===== config.mk =====
export PLATFORM = sky130hd
export DESIGN_NAME = rr_arb_mux_flat
export DESIGN_NICKNAME = d
export VERILOG_FILES = /design/src/rtl/mux_pkg.sv /design/src/rtl/rr_arb_mux_if.sv /design/src/rtl/rr_arb_mux_arb_pick.sv /design/src/rtl/rr_arb_mux.sv /design/src/flat_wrapper.sv
export SDC_FILE = /design/constraint.sdc
export NUM_CORES = 1
export LEC_CHECK = 0
export ABC_AREA = 1
export ABC_CLOCK_PERIOD_IN_PS = 3300
export BUFFER_PORTS_ARGS = -buffer_cell sky130_fd_sc_hd__buf_4
export CAP_MARGIN = 20
export CELL_PAD_IN_SITES_DETAIL_PLACEMENT = 1
export CELL_PAD_IN_SITES_GLOBAL_PLACEMENT = 2
export CORE_MARGIN = 2
export CORE_UTILIZATION = 26
export DETAILED_ROUTE_END_ITERATION = 10
export PLACE_DENSITY = 0.88
export SKIP_LAST_GASP = 1
export SLEW_MARGIN = 5
export SYNTH_ARGS = -nofsm -noshare
export SYNTH_HDL_FRONTEND = slang
export SYNTH_SLANG_ARGS = --single-unit

===== constraint.sdc =====
create_clock -name clk -period 3.3 [get_ports clk]
set_clock_uncertainty 0.05 [all_clocks]
set_input_delay 0.165 -clock clk [delete_from_list [all_inputs] [get_ports clk]]
set_output_delay 0.165 -clock clk [all_outputs]
set_load 0.05 [all_outputs]

===== src/rtl/mux_pkg.sv =====
// Shared encodings and helpers for the round-robin arbitrating mux.
// Latency: n/a (types and constant functions only).
// Backpressure: n/a.
package mux_pkg;

    // Selection mode on the mode input; the reserved code behaves as address-select.
    typedef enum logic [1:0] {
        MODE_SEL  = 2'b00,
        MODE_PRIO = 2'b01,
        MODE_RR   = 2'b10,
        MODE_RSVD = 2'b11
    } mode_e;

    // Channel index width: at least one bit even for tiny channel counts.
    function automatic int ch_width(input int n);
        return (n <= 2) ? 1 : $clog2(n);
    endfunction

endpackage


===== src/rtl/rr_arb_mux_if.sv =====
// Handshake bundle between N_CH producers, the arbitrating mux and one consumer.
// Latency: n/a (wires only).
// Backpressure: in_ready per channel, out_ready from the consumer.
//   mode/sel   : selection mode and address-select channel
//   in_*       : per-channel valid, packed data, combinational ready
//   out_*      : registered word, its source channel, valid/ready handshake
interface rr_arb_mux_if #(
    parameter int N_CH  = 4,
    parameter int WIDTH = 8
);
    localparam int CH_W = mux_pkg::ch_width(N_CH);

    logic [1:0]            mode;
    logic [CH_W-1:0]       sel;
    logic [N_CH-1:0]       in_valid;
    logic [N_CH*WIDTH-1:0] in_data;
    logic [N_CH-1:0]       in_ready;
    logic                  out_valid;
    logic                  out_ready;
    logic [WIDTH-1:0]      out_data;
    logic [CH_W-1:0]       out_ch;

    // Environment side: drives requests and control, consumes the output word.
    modport master (
        output mode, sel, in_valid, in_data, out_ready,
        input  in_ready, out_valid, out_data, out_ch
    );

    // Mux side.
    modport slave (
        input  mode, sel, in_valid, in_data, out_ready,
        output in_ready, out_valid, out_data, out_ch
    );

endinterface


===== src/rtl/rr_arb_mux_arb_pick.sv =====
// Combinational grant selection: address-select, fixed priority or round-robin.
// Latency: 0 cycles (pure combinational).
// Backpressure: none here; the caller qualifies the grant with its load condition.
//   req   : per-channel request      ptr  : round-robin search start
//   mode  : selection mode           sel  : address for address-select mode
//   grant : one-hot (or zero)        idx  : encoded grant    any : a grant exists
module arb_pick
    import mux_pkg::*;
#(
    parameter int N_CH = 4,
    parameter int CH_W = 2
) (
    input  logic [N_CH-1:0] req,
    input  logic [CH_W-1:0] ptr,
    input  mode_e           mode,
    input  logic [CH_W-1:0] sel,
    output logic [N_CH-1:0] grant,
    output logic [CH_W-1:0] idx,
    output logic            any
);

    int k;

    // Grant is a function of req/mode/sel/ptr only; data never participates.
    always_comb begin
        grant = '0;
        idx   = '0;
        any   = 1'b0;
        k     = 0;
        case (mode)
            MODE_PRIO: begin
                for (int i = 0; i < N_CH; i++) begin
                    if (req[i] && !any) begin
                        grant[i] = 1'b1;
                        idx      = CH_W'(i);
                        any      = 1'b1;
                    end
                end
            end
            MODE_RR: begin
                // Search ptr, ptr+1, ... wrapping; first hit wins.
                for (int off = 0; off < N_CH; off++) begin
                    k = (int'(ptr) + off) % N_CH;
                    if (req[k] && !any) begin
                        grant[k] = 1'b1;
                        idx      = CH_W'(k);
                        any      = 1'b1;
                    end
                end
            end
            default: begin
                // Address-select (and reserved). An address beyond N_CH-1
                // matches no loop index, so it grants nothing.
                for (int i = 0; i < N_CH; i++) begin
                    if (int'(sel) == i && req[i]) begin
                        grant[i] = 1'b1;
                        idx      = CH_W'(i);
                        any      = 1'b1;
                    end
                end
            end
        endcase
    end

endmodule


===== src/rtl/rr_arb_mux.sv =====
// N_CH-to-1 arbitrating mux with a single registered output word.
// Latency: 1 cycle from input transfer to out_valid/out_data/out_ch.
// Backpressure: full throughput; while the held word is stalled all in_ready are 0.
//   clk, rst_n : clock and async active-low reset
//   bus        : rr_arb_mux_if slave (mode, sel, in_*, out_*)
module rr_arb_mux
    import mux_pkg::*;
#(
    parameter int N_CH  = 4,
    parameter int WIDTH = 8
) (
    input logic        clk,
    input logic        rst_n,
    rr_arb_mux_if.slave bus
);

    localparam int CH_W = ch_width(N_CH);

    logic [N_CH-1:0]  grant;
    logic [CH_W-1:0]  pick_idx;
    logic             pick_any;
    logic [CH_W-1:0]  ptr;
    logic             load;
    logic             xfer;
    mode_e            mode_q;

    logic             out_valid_q;
    logic [WIDTH-1:0] out_data_q;
    logic [CH_W-1:0]  out_ch_q;

    assign mode_q = mode_e'(bus.mode);

    arb_pick #(
        .N_CH (N_CH),
        .CH_W (CH_W)
    ) u_pick (
        .req   (bus.in_valid),
        .ptr   (ptr),
        .mode  (mode_q),
        .sel   (bus.sel),
        .grant (grant),
        .idx   (pick_idx),
        .any   (pick_any)
    );

    // The output register can take a word when empty or being drained this cycle.
    assign load = !out_valid_q || bus.out_ready;

    // rst_n gates ready: during reset the register reads empty, so load alone
    // would otherwise advertise readiness.
    assign bus.in_ready = (rst_n && load) ? grant : '0;
    assign xfer         = rst_n && load && pick_any;

    always_ff @(posedge clk or negedge rst_n) begin
        if (!rst_n) begin
            out_valid_q <= 1'b0;
            out_data_q  <= '0;
            out_ch_q    <= '0;
            ptr         <= '0;
        end else begin
            if (load) begin
                out_valid_q <= xfer;
                if (xfer) begin
                    out_data_q <= bus.in_data[int'(pick_idx)*WIDTH +: WIDTH];
                    out_ch_q   <= pick_idx;
                end
            end
            if (xfer && mode_q == MODE_RR) begin
                ptr <= (pick_idx == CH_W'(N_CH - 1)) ? '0 : pick_idx + 1'b1;
            end
        end
    end

    assign bus.out_valid = out_valid_q;
    assign bus.out_data  = out_data_q;
    assign bus.out_ch    = out_ch_q;

endmodule

===== src/flat_wrapper.sv =====
// flat-port wrapper written by rule: the top's interface ports become plain ports
module rr_arb_mux_flat import mux_pkg::*;
#(
    parameter int N_CH  = 4,
    parameter int WIDTH = 8
)
  (clk, rst_n, bus_mode, bus_sel, bus_in_valid, bus_in_data, bus_out_ready, bus_in_ready, bus_out_valid, bus_out_data, bus_out_ch);
  rr_arb_mux_if #(.N_CH(N_CH), .WIDTH(WIDTH)) bus_i ();
  input logic clk;
  input logic rst_n;
  input wire logic [$bits(bus_i.mode)-1:0] bus_mode;
  input wire logic [$bits(bus_i.sel)-1:0] bus_sel;
  input wire logic [$bits(bus_i.in_valid)-1:0] bus_in_valid;
  input wire logic [$bits(bus_i.in_data)-1:0] bus_in_data;
  input wire logic [$bits(bus_i.out_ready)-1:0] bus_out_ready;
  output wire logic [$bits(bus_i.in_ready)-1:0] bus_in_ready;
  output wire logic [$bits(bus_i.out_valid)-1:0] bus_out_valid;
  output wire logic [$bits(bus_i.out_data)-1:0] bus_out_data;
  output wire logic [$bits(bus_i.out_ch)-1:0] bus_out_ch;
  assign bus_i.mode = bus_mode;
  assign bus_i.sel = bus_sel;
  assign bus_i.in_valid = bus_in_valid;
  assign bus_i.in_data = bus_in_data;
  assign bus_i.out_ready = bus_out_ready;
  assign bus_in_ready = bus_i.in_ready;
  assign bus_out_valid = bus_i.out_valid;
  assign bus_out_data = bus_i.out_data;
  assign bus_out_ch = bus_i.out_ch;
  rr_arb_mux #(.N_CH(N_CH), .WIDTH(WIDTH)) u_core (.clk(clk), .rst_n(rst_n), .bus(bus_i));
endmodule

Yosys cells after proc, flatten, opt, wreduce, memory -nomap -nowiden

Index checks and enable logic that the tools add are counted.

Equal/unequal tests: 6
Reductions and logical operators: 30
Shift operators: 1
Bitwise gates (word level): 6
Muxes and demuxes: 65
Magnitude comparators: 8
Add/sub/neg operators: 4

Operator list:

| operator            | count |
|---|---|
| $mux 1              | 37 |
| $mux 4              | 8 |
| $shiftx 32x6->8     | 1 |
| $mux 2              | 9 |
| $logic_and 1x1->1   | 17 |
| $lt 3x4->1 const B  | 3 |
| $or 4x4->4          | 3 |
| $ge 3x1->1 const B  | 3 |
| $bmux 1 s2          | 4 |
| $demux 1 s2         | 4 |
| $eq 2x2->1 const B  | 4 |
| $pmux 4 s2          | 1 |
| $logic_not 1->1     | 7 |
| $reduce_or 2->1     | 3 |
| $add 2x1->2 const B | 2 |
| $add 2x2->2 const B | 2 |
| $eq 2x1->1 const B  | 2 |
| $pmux 2 s2          | 1 |
| $and 1x1->1 const A | 3 |
| $lt 2x3->1 const B  | 1 |
| $ge 2x1->1 const B  | 1 |
| $logic_not 2->1     | 1 |
| $pmux 1 s2          | 1 |
| $reduce_and 2->1    | 1 |
| $logic_or 1x1->1    | 1 |

Register bits after elaboration: 13
Input port bits: 43

Depth between registers and ports, before layout

Gate-level depths: netlist (run 1).

Word-level depth: 19
Depth in mapped cells: 18

Hierarchy

Synthesis (run 1) repeated with hierarchy kept, for this count alone.

Cell total of the unflattened synthesis: 290
Area, all modules: 1,706.6 µm²

Modules (own cells, without submodules):

| module     | area an instance (µm²) | times used | cells each |
|---|---|---|---|
| rr_arb_mux | 987.2                  | 1          | 167 |
| arb_pick   | 719.4                  | 1          | 123 |

Least setup slack after synthesis (run 1)

Ideal clock, no wire load.

Path type: reg-to-output
Start point: register u_core.ptr[0]
End point: output bus_in_ready[2]
Arrival: 2,889 ps
Required time: 3,085 ps
Slack: 196 ps
Cell stages (with the launch flop): 13
Path buffers: 2
Cells stage by stage: dfrtp_1 > buf_6 > inv_4 > buf_8 > ha_1 > inv_1 > nand3_1 > nand2_2 > nor2_8 > nand3_1 > nor2_1 > o21ai_0 > a211oi_1

Cells in the longest elaborated chain, start to end: 17

Ends and longest elaborated chain:

| what                                                                              | RTL line                                             | source |
|---|---|---|
| start, declared                                                                   | rr_arb_mux.sv:22                                     | `logic [CH_W-1:0] ptr;` |
| start signal, assigned                                                            | rr_arb_mux.sv:69                                     | `ptr <= (pick_idx == CH_W'(N_CH - 1)) ? '0 : pick_idx + 1'b1;` |
| $add 2x1->2 / $bmux 1 s2 (equally long branches)                                  | rr_arb_mux_arb_pick.sv:43, rr_arb_mux_arb_pick.sv:44 |  |
| $reduce_or 2->1 (no line) / $mux 1 (equally long branches)                        | --                                                   |  |
| $and 1x1->1 (no line) / $mux 1 (equally long branches)                            | --                                                   |  |
| $lt 3x4->1 (implied by the code), or another cell as far along                    | rr_arb_mux_arb_pick.sv:45                            | `grant[k] = 1'b1;` |
| $logic_and 1x1->1 (implied by the code) / $logic_not 1->1 (equally long branches) | rr_arb_mux_arb_pick.sv:45, rr_arb_mux_arb_pick.sv:44 |  |
| $mux 1 (implied by the code) / $logic_and 1x1->1 (equally long branches)          | rr_arb_mux_arb_pick.sv:45, rr_arb_mux_arb_pick.sv:44 |  |
| $demux 1 s2 / $mux 1 (equally long branches)                                      | rr_arb_mux_arb_pick.sv:45, rr_arb_mux_arb_pick.sv:44 |  |
| $or 4x4->4 (no line) / $mux 1 (equally long branches)                             | --                                                   |  |
| $mux 4 / $logic_not 1->1 (equally long branches)                                  | rr_arb_mux_arb_pick.sv:44                            | `if (req[k] && !any) begin` |
| $mux 4 / $logic_and 1x1->1 (equally long branches)                                | rr_arb_mux_arb_pick.sv:30, rr_arb_mux_arb_pick.sv:44 |  |
| $or 4x4->4 (no line) / $mux 1 (equally long branches)                             | --                                                   |  |
| $mux 4 / $mux 1 (equally long branches)                                           | rr_arb_mux_arb_pick.sv:44, rr_arb_mux_arb_pick.sv:30 |  |
| $mux 4 / $logic_not 1->1 (equally long branches)                                  | rr_arb_mux_arb_pick.sv:30, rr_arb_mux_arb_pick.sv:44 |  |
| $or 4x4->4 (no line) / $logic_and 1x1->1 (equally long branches)                  | --                                                   |  |
| $mux 4 (*)                                                                        | rr_arb_mux_arb_pick.sv:44                            |  |
| $pmux 4 s2 (*)                                                                    | rr_arb_mux_arb_pick.sv:30                            | `case (mode)` |
| $mux 4 (*)                                                                        | rr_arb_mux.sv:51                                     | `assign bus.in_ready = (rst_n && load) ? grant : '0;` |
| end, declared                                                                     | flat_wrapper.sv:16                                   | `output wire logic [$bits(bus_i.in_ready)-1:0] bus_in_ready;` |

Every way passes the cells marked *; elsewhere a longest branch is shown, timed or not. The select of a mux whose other input is x is not followed.

Final worst setup path (run 1)

Start point: register u_core.ptr[1]
End point: output bus_in_ready[2]

The elaborated chain is that of the path after synthesis.

==> results_dict.tcl, run 1 <==
set metrics [dict create \
    critPathMaxStageDelay_ns 0.37 \
    cp-start-kind "flop" \
    clock.fmax_mhz 367.4 \
    mux_contribution_to_synthesized_area_pct 0 \
    setup_viol 0 \
    htreeDepth 1 \
    floorplan.core_area_sq_um 6277 \
    synthesis.area_sq_um 1660 \
    synth.top_cells.by_area "dfrtp_1 (20%), nand3_1 (15%), nand2_1 (14%), ha_1 (7.5%), nand3_2 (7.2%)" \
    dp.final_hpwl_microns 4274 \
    worst_skew_pair.late_latency_ns 0.24 \
    grt.overflow.total 0 \
    synth_async_reset_ratio_pct 100.0 \
    ios 58 \
    initial_cell_density_of_the_core_pct 26.45 \
    leakage_power_nw 1.140 \
    crit_required_ns 3.08 \
    vias_in_the_first_global_route 1928 \
    rr_endpoint "u_core.bus.out_data[3]" \
    detail_route.vias_per_cell 4.846 \
    r2r_slack_ns 0.83 \
    layout-drive-gt1-share_pct 32.44 \
    largest_net_degree_at_the_start_of_global_routing 20 \
    reg2reg_depth 14 \
    place_ws_ns 0.8290 \
    die-height_microns 83.91 \
    critPathSlowestCell "ha_1" \
    numCtsBuffers 3 \
    clk_root_buffer_cell "clkbuf_8" \
    fp.dieW_microns 83.91 \
    worst_slew_margin_rel_pct 64.76 \
    ant_nets 0 \
    crit_top_cell "inv_1" \
    antenna_found_initial 0 \
    clock_pin_slew_on_the_worst_setup_and_hold_paths_ns 0.05 \
    netlist_top_cells_count "nand2_1 (63), nand3_1 (51), inv_1 (22), dfrtp_1 (13), nand3_2 (12)" \
    cp.arrival_ns 2.51 \
    status "finished, final reports clean" \
    simple_gate_portion_of_the_synthesized_area_pct 51.77 \
    synth_compound_area_share_pct 11.00 \
    postSynthRegisterBits 13 \
    area_share_of_the_largest_cell_type_after_synthesis_pct 19.59 \
    min_path_cells 2 \
    fin_total_pwr_mw 1.497 \
    drc 0 \
    maximum_vdd_ir_drop_uv 310.7 \
    final_util_pct 34.84 \
    dominant_combinational_cell_family_by_area_after_synthesis "simple AND/OR/NAND/NOR gates" \
    tritoncts "yes" \
    critPathCaptureType "output pin" \
    die-area_sq_um 7041 \
    max_cap_viol_count 0 \
    worstMarginPinSlew_ns 0.5230 \
    crit_fanout 7 \
    worst_hold_path_type "primary input to flop" \
    worst_hold_path.endpoint "u_core.bus.out_valid" \
    postSynth.topFlopCell "dfrtp_1" \
    layout-area-overhead-vs-synth_pct 31.73 \
    post-route-min-period_ns 2.722 \
    cts_repair_resize_count 0 \
    synth_cell_type_count 32 \
    timing.final.crit_share_pct 82.49 \
    syn_avg_cell_area_sq_um 6.861 \
    total_routed_wirelength_microns 5211 \
    antenna_cells_inserted 0 \
    grt_setup_unrepaired "false" \
    yosys.cell_count.top_type "nand2_1" \
    drtPass1Iterations 4 \
    place.port_buffers 57 \
    detailroute.via_count 1822 \
    grt_first_pass_wirelength_microns 9080 \
    report.final.hold_viol_count 0 \
    path_cells "inv_1 > ha_1 > inv_1 > a21oi_2 > inv_1 > nand2_1 > nand3_1 > nor2_1 > o21ai_0 > a211oi_1 > buf_4" \
    timing_worst_setup_path_type "flop to output pin" \
    cells_after_synth 242 \
    rows 29 \
    detailedRoute.firstIterationViolations 53 \
    synthAdderAreaFrac_pct 7.536 \
    yosysWarnings 0 \
    report.final.slew_viol_count 0 \
    yosysTopAreaCell "dfrtp_1" \
    regToRegStartpoint "u_core.ptr[1]" \
    final_worst_slack_ns 0.5780 \
    xor_xnor_share_of_the_synthesized_area_pct 0 \
    cts_max_path_buffers 2 \
    place_congestion 0.8564 \
    final_net_count 353 \
    grtUsageTotal_pct 15.37 \
    synthesis.nets 295 \
    worst_hold_startpoint "bus_out_ready" \
    number_of_clock_sinks 13 \
    fin_tns_setup_ns 0 \
    detail_route.wl_per_cell_microns 13.86 \
    power.density_cell_area_nw_per_um2 684.3 \
    number_of_synthesized_flops_with_an_enable_pin 0 \
    ys_seq_area_share_pct 19.59 \
]
==> layout by cell type, fill, tap and decap left out, drive strengths merged <==
master | synthesis | final
nand2 | 75 | 75
nand3 | 64 | 64
buf | 5 | 59
inv | 26 | 26
dfrtp | 13 | 13
o21ai | 11 | 11
ha | 10 | 10
nor2 | 10 | 10
nand4 | 5 | 5
a21oi | 5 | 5
clkbuf | 2 | 4
a22oi | 3 | 3
nor3 | 3 | 3
a31o | 2 | 2
a31oi | 2 | 2
and3 | 2 | 2
o211ai | 2 | 2
a211oi | 1 | 1
a21boi | 1 | 1
dlygate4sd3 | 0 | 1
==> area by class of cell <==
class | instances | area, sq um
fillers | 805 | 4090
multi-input cells | 196 | 1167
repair buffers | 60 | 452.9
flip-flops and latches | 13 | 325.3
inverters | 26 | 100.1
well taps | 77 | 96.34
clock buffers | 4 | 45.04
==> metrics by stage <==
step	hold WS, ns	instances	instance area, sq um
after CTS	0.05816	376	2187
final	0.06009	376	2187
after global placement	-0.02469	371	2132
after floorplan	-0.1806	242	1660
after global routing	0.08905	376	2187
after detailed placement	-0.02627	371	2132
==> routing by layer <==
layer / vias up / part of all wire, % / GRT usage [%] / wire length (microns)
li1: 928 / - / - / -
met1: 862 / 46 / 20.11 / 2380
met2: 30 / 52 / 27.49 / 2686
met3: 2 / 2.5 / 2.275 / 130
met4: 0 / 0.27 / 1.760 / 14
met5: - / 0 / 0 / 0
==> report_power, final <==
part | internal, mW | switching, mW
sequential | 0.217 | 0.0357
combinational | 0.351 | 0.755
clock | 0.0850 | 0.0527
==> registers in the layout, indices dropped and copies added (netlist names) <==
signal	cells
u_core.ptr	2
u_core.bus.out_ch	2
u_core.bus.out_data	8
u_core.bus.out_valid	1
==> timing repair <==
| item | CTS | global route |
|---|---|---|
| endpoints found under the hold margin | 13 | 0 |
| hold buffers | 1 | 0 |
| setup buffers | 0 | 0 |
==> logic make-up after synthesis <==
family,Yosys count
DFF,13
and+or+nand+nor,159
buffers and inverters,33
adders and majority gates,10
AOI/OAI and AO/OA,27
==> worst max-delay path, delay by kind of cell, from the launching register on <==
| family | cells | cell delay (ns) |
|---|---|---|
| buf+inv | 4 | 0.57 |
| compound gates | 3 | 0.57 |
| simple gates | 3 | 0.40 |
| fa+ha+maj | 1 | 0.37 |
| flops | 1 | 0.35 |
==> how the worst max path moves through the flow <==
stage	cells after the start	from	to	slack, ns
floorplan	12	u_core.ptr[0]	bus_in_ready[2]	0.20
global placement	12	bus_mode[0]	u_core.bus.out_data[2]	0.92
detailed placement	14	u_core.ptr[1]	u_core.bus.out_data[3]	0.83
CTS	11	u_core.ptr[1]	bus_in_ready[2]	0.56
global route	11	u_core.ptr[1]	bus_in_ready[2]	0.35
finish	11	u_core.ptr[1]	bus_in_ready[2]	0.58
Note: power is estimated with default switching activity, not from simulation.
==> run 2, diff against run 1 <==
Settings changed: ABC_CLOCK_PERIOD_IN_PS 3300 to 2600.
Clock period 3.3 ns to 2.6 ns, I/O delays scaled along.
==> run 2 against run 1 <==
Effect of this change:
- core utilization up 1.3 points
- sequential cell count unchanged
- combinational power up 35%
- critical path depth unchanged
- clock power up 37%
- highest routed layer unchanged
- sequential power up 26%
- largest power group unchanged
==> results_dict.tcl, run 2 (synthesized netlist as in run 1, its figures left out) <==
set metrics [dict create \
    timing.final.crit_share_pct 94.90 \
    cts_max_path_buffers 2 \
    antenna_cells_inserted 0 \
    maxUsedRoutingLayer "met4" \
    report.final.slew_viol_count 0 \
    detailroute.via_count 1856 \
    grt.overflow.total 0 \
    leakage_power_nw 1.168 \
    post-route-min-period_ns 2.467 \
    drtPass1Iterations 4 \
    m1WireLength_microns 2555 \
    ios 58 \
    largest_reg_flops 8 \
    fp.dieW_microns 83.91 \
    worst_slew_margin_rel_pct 51.12 \
    report.final.hold_viol_count 0 \
    place_congestion 0.8256 \
    worst_skew_pair.late_latency_ns 0.25 \
    clk_root_buffer_cell "clkbuf_8" \
    cp.arrival_ns 2.29 \
    drc 0 \
    vias_in_the_first_global_route 1764 \
    maximum_vdd_ir_drop_uv 302.5 \
    final_util_pct 36.18 \
    layout-drive-gt1-share_pct 35.53 \
    detailedRoute.firstIterationViolations 101 \
    die-area_sq_um 7041 \
    place_ws_ns 0.2566 \
    max_cap_viol_count 0 \
    number_of_clock_sinks 13 \
    r2r_slack_ns 0.22 \
    met3_length_microns 191 \
    htreeDepth 1 \
    floorplan.core_area_sq_um 6277 \
    worstMarginPinSlew_ns 0.7255 \
    setup_viol 0 \
    tritoncts "yes" \
    final_cell_mix "nand2_1 (63), buf_4 (62), nand3_1 (50), inv_1 (22)" \
    final_area_sq_um 2271 \
    cp-start-kind "flop" \
    grtUsageTotal_pct 15.17 \
    dpl_cell_area_sq_um 2176 \
    final_worst_slack_ns 0.1326 \
    critPathCaptureType "output pin" \
    mostFrequentLayoutCell "nand2_1" \
    clock.fmax_mhz 405.3 \
    instances_no_fill 381 \
    layout-area-overhead-vs-synth_pct 36.77 \
    total_routed_wirelength_microns 5495 \
    initial_cell_density_of_the_core_pct 26.45 \
    detail_route.vias_per_cell 4.871 \
    die-height_microns 83.91 \
    timing_worst_setup_path_type "flop to output pin" \
    crit_fanout 8 \
    place.port_buffers 57 \
    detail_route.wl_per_cell_microns 14.42 \
    ant_nets 0 \
    final_net_count 358 \
    final_worst_hold_slack_ns 0.02237 \
    worst_hold_path_type "primary input to flop" \
    clock_pin_slew_on_the_worst_setup_and_hold_paths_ns 0.06 \
    placed_cells 374 \
    crit_required_ns 2.42 \
    rows 29 \
    status "finished, final reports clean" \
    numCtsBuffers 3 \
    length_of_routed_met2_wiring_microns 2698 \
    largest_net_degree_at_the_start_of_global_routing 20 \
    antenna_found_initial 0 \
    power.density_cell_area_nw_per_um2 886.6 \
    dp.final_hpwl_microns 4287 \
    grt_first_pass_wirelength_microns 8825 \
]
[run 2: changes by cell type in the layout (fill, tap and decap cells not counted), sizes merged]
cell,delta
buf,+5
[run 2: stage by stage]
step,setup TNS [ns],total power [mW]
floorplan,-0.03275,1.388
global placement,0,1.754
detailed placement,0,1.763
CTS,0,1.960
global route,-0.0005655,2.162
finish,0,2.013
[run 2: timing repair]
action,CTS,global route
endpoints found under the setup margin,0,2
hold endpoints to repair,13,0
hold buffers,1,0
gates resized for setup,0,4
setup buffers,0,2
[run 2: worst paths after layout]
path | startpoint | to | depth (start not counted)
hold / removal | bus_out_ready | u_core.bus.out_valid | 2
max in group asynchronous | rst_n | u_core.bus.out_data[6] | 2
hold reg to reg | u_core.bus.out_ch[1] | u_core.bus.out_ch[1] | 2
setup reg to reg | u_core.ptr[0] | u_core.bus.out_data[3] | 16
min in group asynchronous | rst_n | u_core.bus.out_valid | 2
setup / recovery | u_core.ptr[0] | bus_in_ready[3] | 11
[run 2: layout make-up]
class,count,area [sq um]
clock buffers,4,45.04
fillers,818,4006
inverters,26,100.1
multi-input cells,196,1206
flip-flops and latches,13,325.3
well taps,77,96.34
repair buffers,65,498.0
[run 2: worst max-delay path: stages, from the launching register on]
cell and delay [ns]:
dfrtp_1 0.39, inv_4 0.09, ha_4 0.28, inv_1 0.08, nand3_1 0.11, nand2_2 0.11
nor2_8 0.18, buf_4 0.14, nand4_1 0.07, a31o_2 0.26, a31oi_2 0.16, buf_6 0.19
[run 2: report_power, final]
group	switching [mW]	total (mW)	leakage, nW	internal, mW
Sequential	0.0447	0.320	0.162	0.275
Combinational	0.994	1.50	0.984	0.510
Clock	0.0806	0.189	0.0228	0.109
[run 2: layer usage]
metal  GRT usage [%]  up-vias
met5               0        -
met4           3.959        0
met3          0.5935        5
met2           24.44       41
met1           22.21      866
li1                -      944
==> run 3, diff against run 2 <==
==> constraint.sdc (replaced) <==
create_clock -name clk -period 2.6 [get_ports clk]
set_clock_uncertainty 0.05 [all_clocks]
set_input_delay 0.65 -clock clk [delete_from_list [all_inputs] [get_ports clk]]
set_output_delay 0.65 -clock clk [all_outputs]
set_load 0.05 [all_outputs]
==> run 3 against run 2 <==
Effect of this change:
- the run now ends with setup timing left
- sequential share of layout area is 2.0 points lower
- final cell count is 7.9% higher
- critical path depth stayed put
- first-iteration DRC count fell by 27%
- worst hold slack improved by 0.27 ns
- clock power down 7%
- total power up 22%
- maximum frequency is 12% lower
- sequential cell count stayed put
- sequential power about the same
- register-to-register slack got worse by 0.04 ns
==> results_dict.tcl, run 3 (synthesized netlist as in run 1, its figures left out) <==
set metrics [dict create \
    clock_pin_slew_on_the_worst_setup_and_hold_paths_ns 0.06 \
    final.fill_count 795 \
    critPathSlowestCell "dfrtp_1" \
    grtUsageTotal_pct 17.44 \
    total_routed_wirelength_microns 5991 \
    clock.fmax_mhz 355.7 \
    drc 0 \
    crit_top_cell "inv_4" \
    critPathCaptureType "output pin" \
    ant_nets 0 \
    mostFrequentLayoutCell "buf_4" \
    ios 58 \
    detailroute.via_count 1993 \
    status "finished with violations" \
    fp.dieW_microns 83.91 \
    largest_reg_flops 8 \
    tritoncts "yes" \
    final_cell_mix "buf_4 (88), nand2_1 (58), nand3_1 (45), inv_1 (19), nand3_2 (17)" \
    antenna_found_initial 0 \
    failing_checks "setup timing" \
    drtPass1Iterations 4 \
    final_area_sq_um 2638 \
    power.density_cell_area_nw_per_um2 932.5 \
    crit_required_ns 1.90 \
    htreeDepth 1 \
    grt.overflow.total 0 \
    vias_in_the_first_global_route 2115 \
    fin_tns_setup_ns -0.7245 \
    setup_viol 4 \
    max_cap_viol_count 0 \
    grt_setup_unrepaired "true" \
    report.final.hold_viol_count 0 \
    detailedRoute.firstIterationViolations 74 \
    multi_input_comb_area_sq_um 1331 \
    placed_cells 399 \
    report.final.slew_viol_count 0 \
    worstMarginPinSlew_ns 0.4503 \
    grt_first_pass_wirelength_microns 10200 \
    final_util_pct 42.02 \
    final_worst_hold_slack_ns 0.2938 \
    rows 29 \
    cp.buffers_inverters 4 \
    leakage_power_nw 1.339 \
    timing.critical_path.from "u_core.ptr[0]" \
    place.port_buffers 57 \
    total_area_of_sequential_cells_sq_um 325.3 \
    path_cells "inv_4 > ha_4 > inv_4 > nand3_2 > nand2_2 > nor2_4 > buf_4 > a22oi_2 > a31o_2 > a31oi_4 > buf_6" \
    clk_root_buffer_cell "clkbuf_8" \
    die-area_sq_um 7041 \
    path_delay_family "compound AO/OA/AOI/OAI gates" \
    hold_buffers 0 \
    critPathMaxStageDelay_ns 0.40 \
    timing_worst_setup_path_type "flop to output pin" \
    final_net_count 388 \
    dp.final_hpwl_microns 4714 \
    worst_hold_path_type "primary input to async pin" \
    numCtsBuffers 3 \
    post-route-min-period_ns 2.812 \
    dpl_cell_area_sq_um 2450 \
    layout-area-overhead-vs-synth_pct 58.85 \
    worst_slew_margin_rel_pct 69.66 \
    number_of_clock_sinks 13 \
    cp-start-kind "flop" \
    place_congestion 0.8535 \
    layout-drive-gt1-share_pct 46.71 \
    instances_no_fill 411 \
    crit_fanout 4 \
    maximum_vdd_ir_drop_uv 294.7 \
    fin_total_pwr_mw 2.460 \
    worst_skew_pair.late_latency_ns 0.24 \
    detail_route.vias_per_cell 4.849 \
    die-height_microns 83.91 \
    timing.final.crit_share_pct 108.1 \
    antenna_cells_inserted 0 \
    final_worst_slack_ns -0.2117 \
    regToRegStartpoint "u_core.ptr[0]" \
    cts_max_path_buffers 2 \
    detail_route.wl_per_cell_microns 14.58 \
    largest_net_degree_at_the_start_of_global_routing 19 \
    place_ws_ns -0.2478 \
    cp.arrival_ns 2.11 \
    floorplan.core_area_sq_um 6277 \
    initial_cell_density_of_the_core_pct 26.45 \
]
==> run 3: changes by cell type in the layout (fill, tap and decap cells not counted), sizes merged <==
cell | before | now
buf | 64 | 94
nor2 | 10 | 11
dlygate4sd3 | 1 | 0
==> run 3: worst register-to-register path, cell delays in order, from the launching register on <==
cell     delay [ns]
dfrtp_1        0.41
inv_4          0.09
ha_4           0.22
inv_4          0.08
nand3_2        0.08
nand2_4        0.12
nor2_4         0.06
buf_4          0.14
buf_4          0.12
nand2_1        0.07
nand3_2        0.11
nand2_4        0.10
nand2_2        0.05
nand2_2        0.25
nand3_2        0.13
nand3_1        0.14
nand2_1        0.06
==> run 3: what timing repair did <==
action	in CTS	in global routing
endpoints found under the setup margin	4	4
gates resized for setup	17	4
pin swaps	14	4
setup buffers	6	1
gates cloned	1	0
==> run 3: where the power goes <==
part,leakage (nW),total [mW],internal [mW],switching [mW]
Clock,0.0228,0.176,0.108,0.0684
Combinational,1.16,1.96,0.777,1.18
Sequential,0.162,0.322,0.275,0.0471
Total,1.34,2.46,1.16,1.30
==> run 3: final timing paths <==
path | cells past startpoint | to | slack (ns)
max in group asynchronous | 2 | u_core.bus.out_data[0] | 2.04
hold / removal | 2 | u_core.bus.out_valid | 0.29
setup / recovery | 11 | bus_in_ready[3] | -0.21
min in group clk | 2 | u_core.bus.out_data[7] | 0.44
setup reg to reg | 16 | u_core.bus.out_data[5] | 0.18
hold reg to reg | 2 | u_core.bus.out_data[7] | 0.44
==> run 3: area by class of cell <==
cell class,count,share of cell area (%)
clock buffer,4,1.708
inverter,26,3.890
multi-input combinational,197,50.47
tap,77,3.653
timing repair buffer,94,27.94
sequential,13,12.33
==> run 3: per-layer routing <==
layer | vias to the layer above | wire length, microns | global-route usage, %
met2 | 33 | 2990 | 29.96
met4 | 0 | 88 | 4.985
met5 | - | 0 | 0
li1 | 1003 | - | -
met1 | 949 | 2791 | 23.34
met3 | 8 | 120 | 1.385
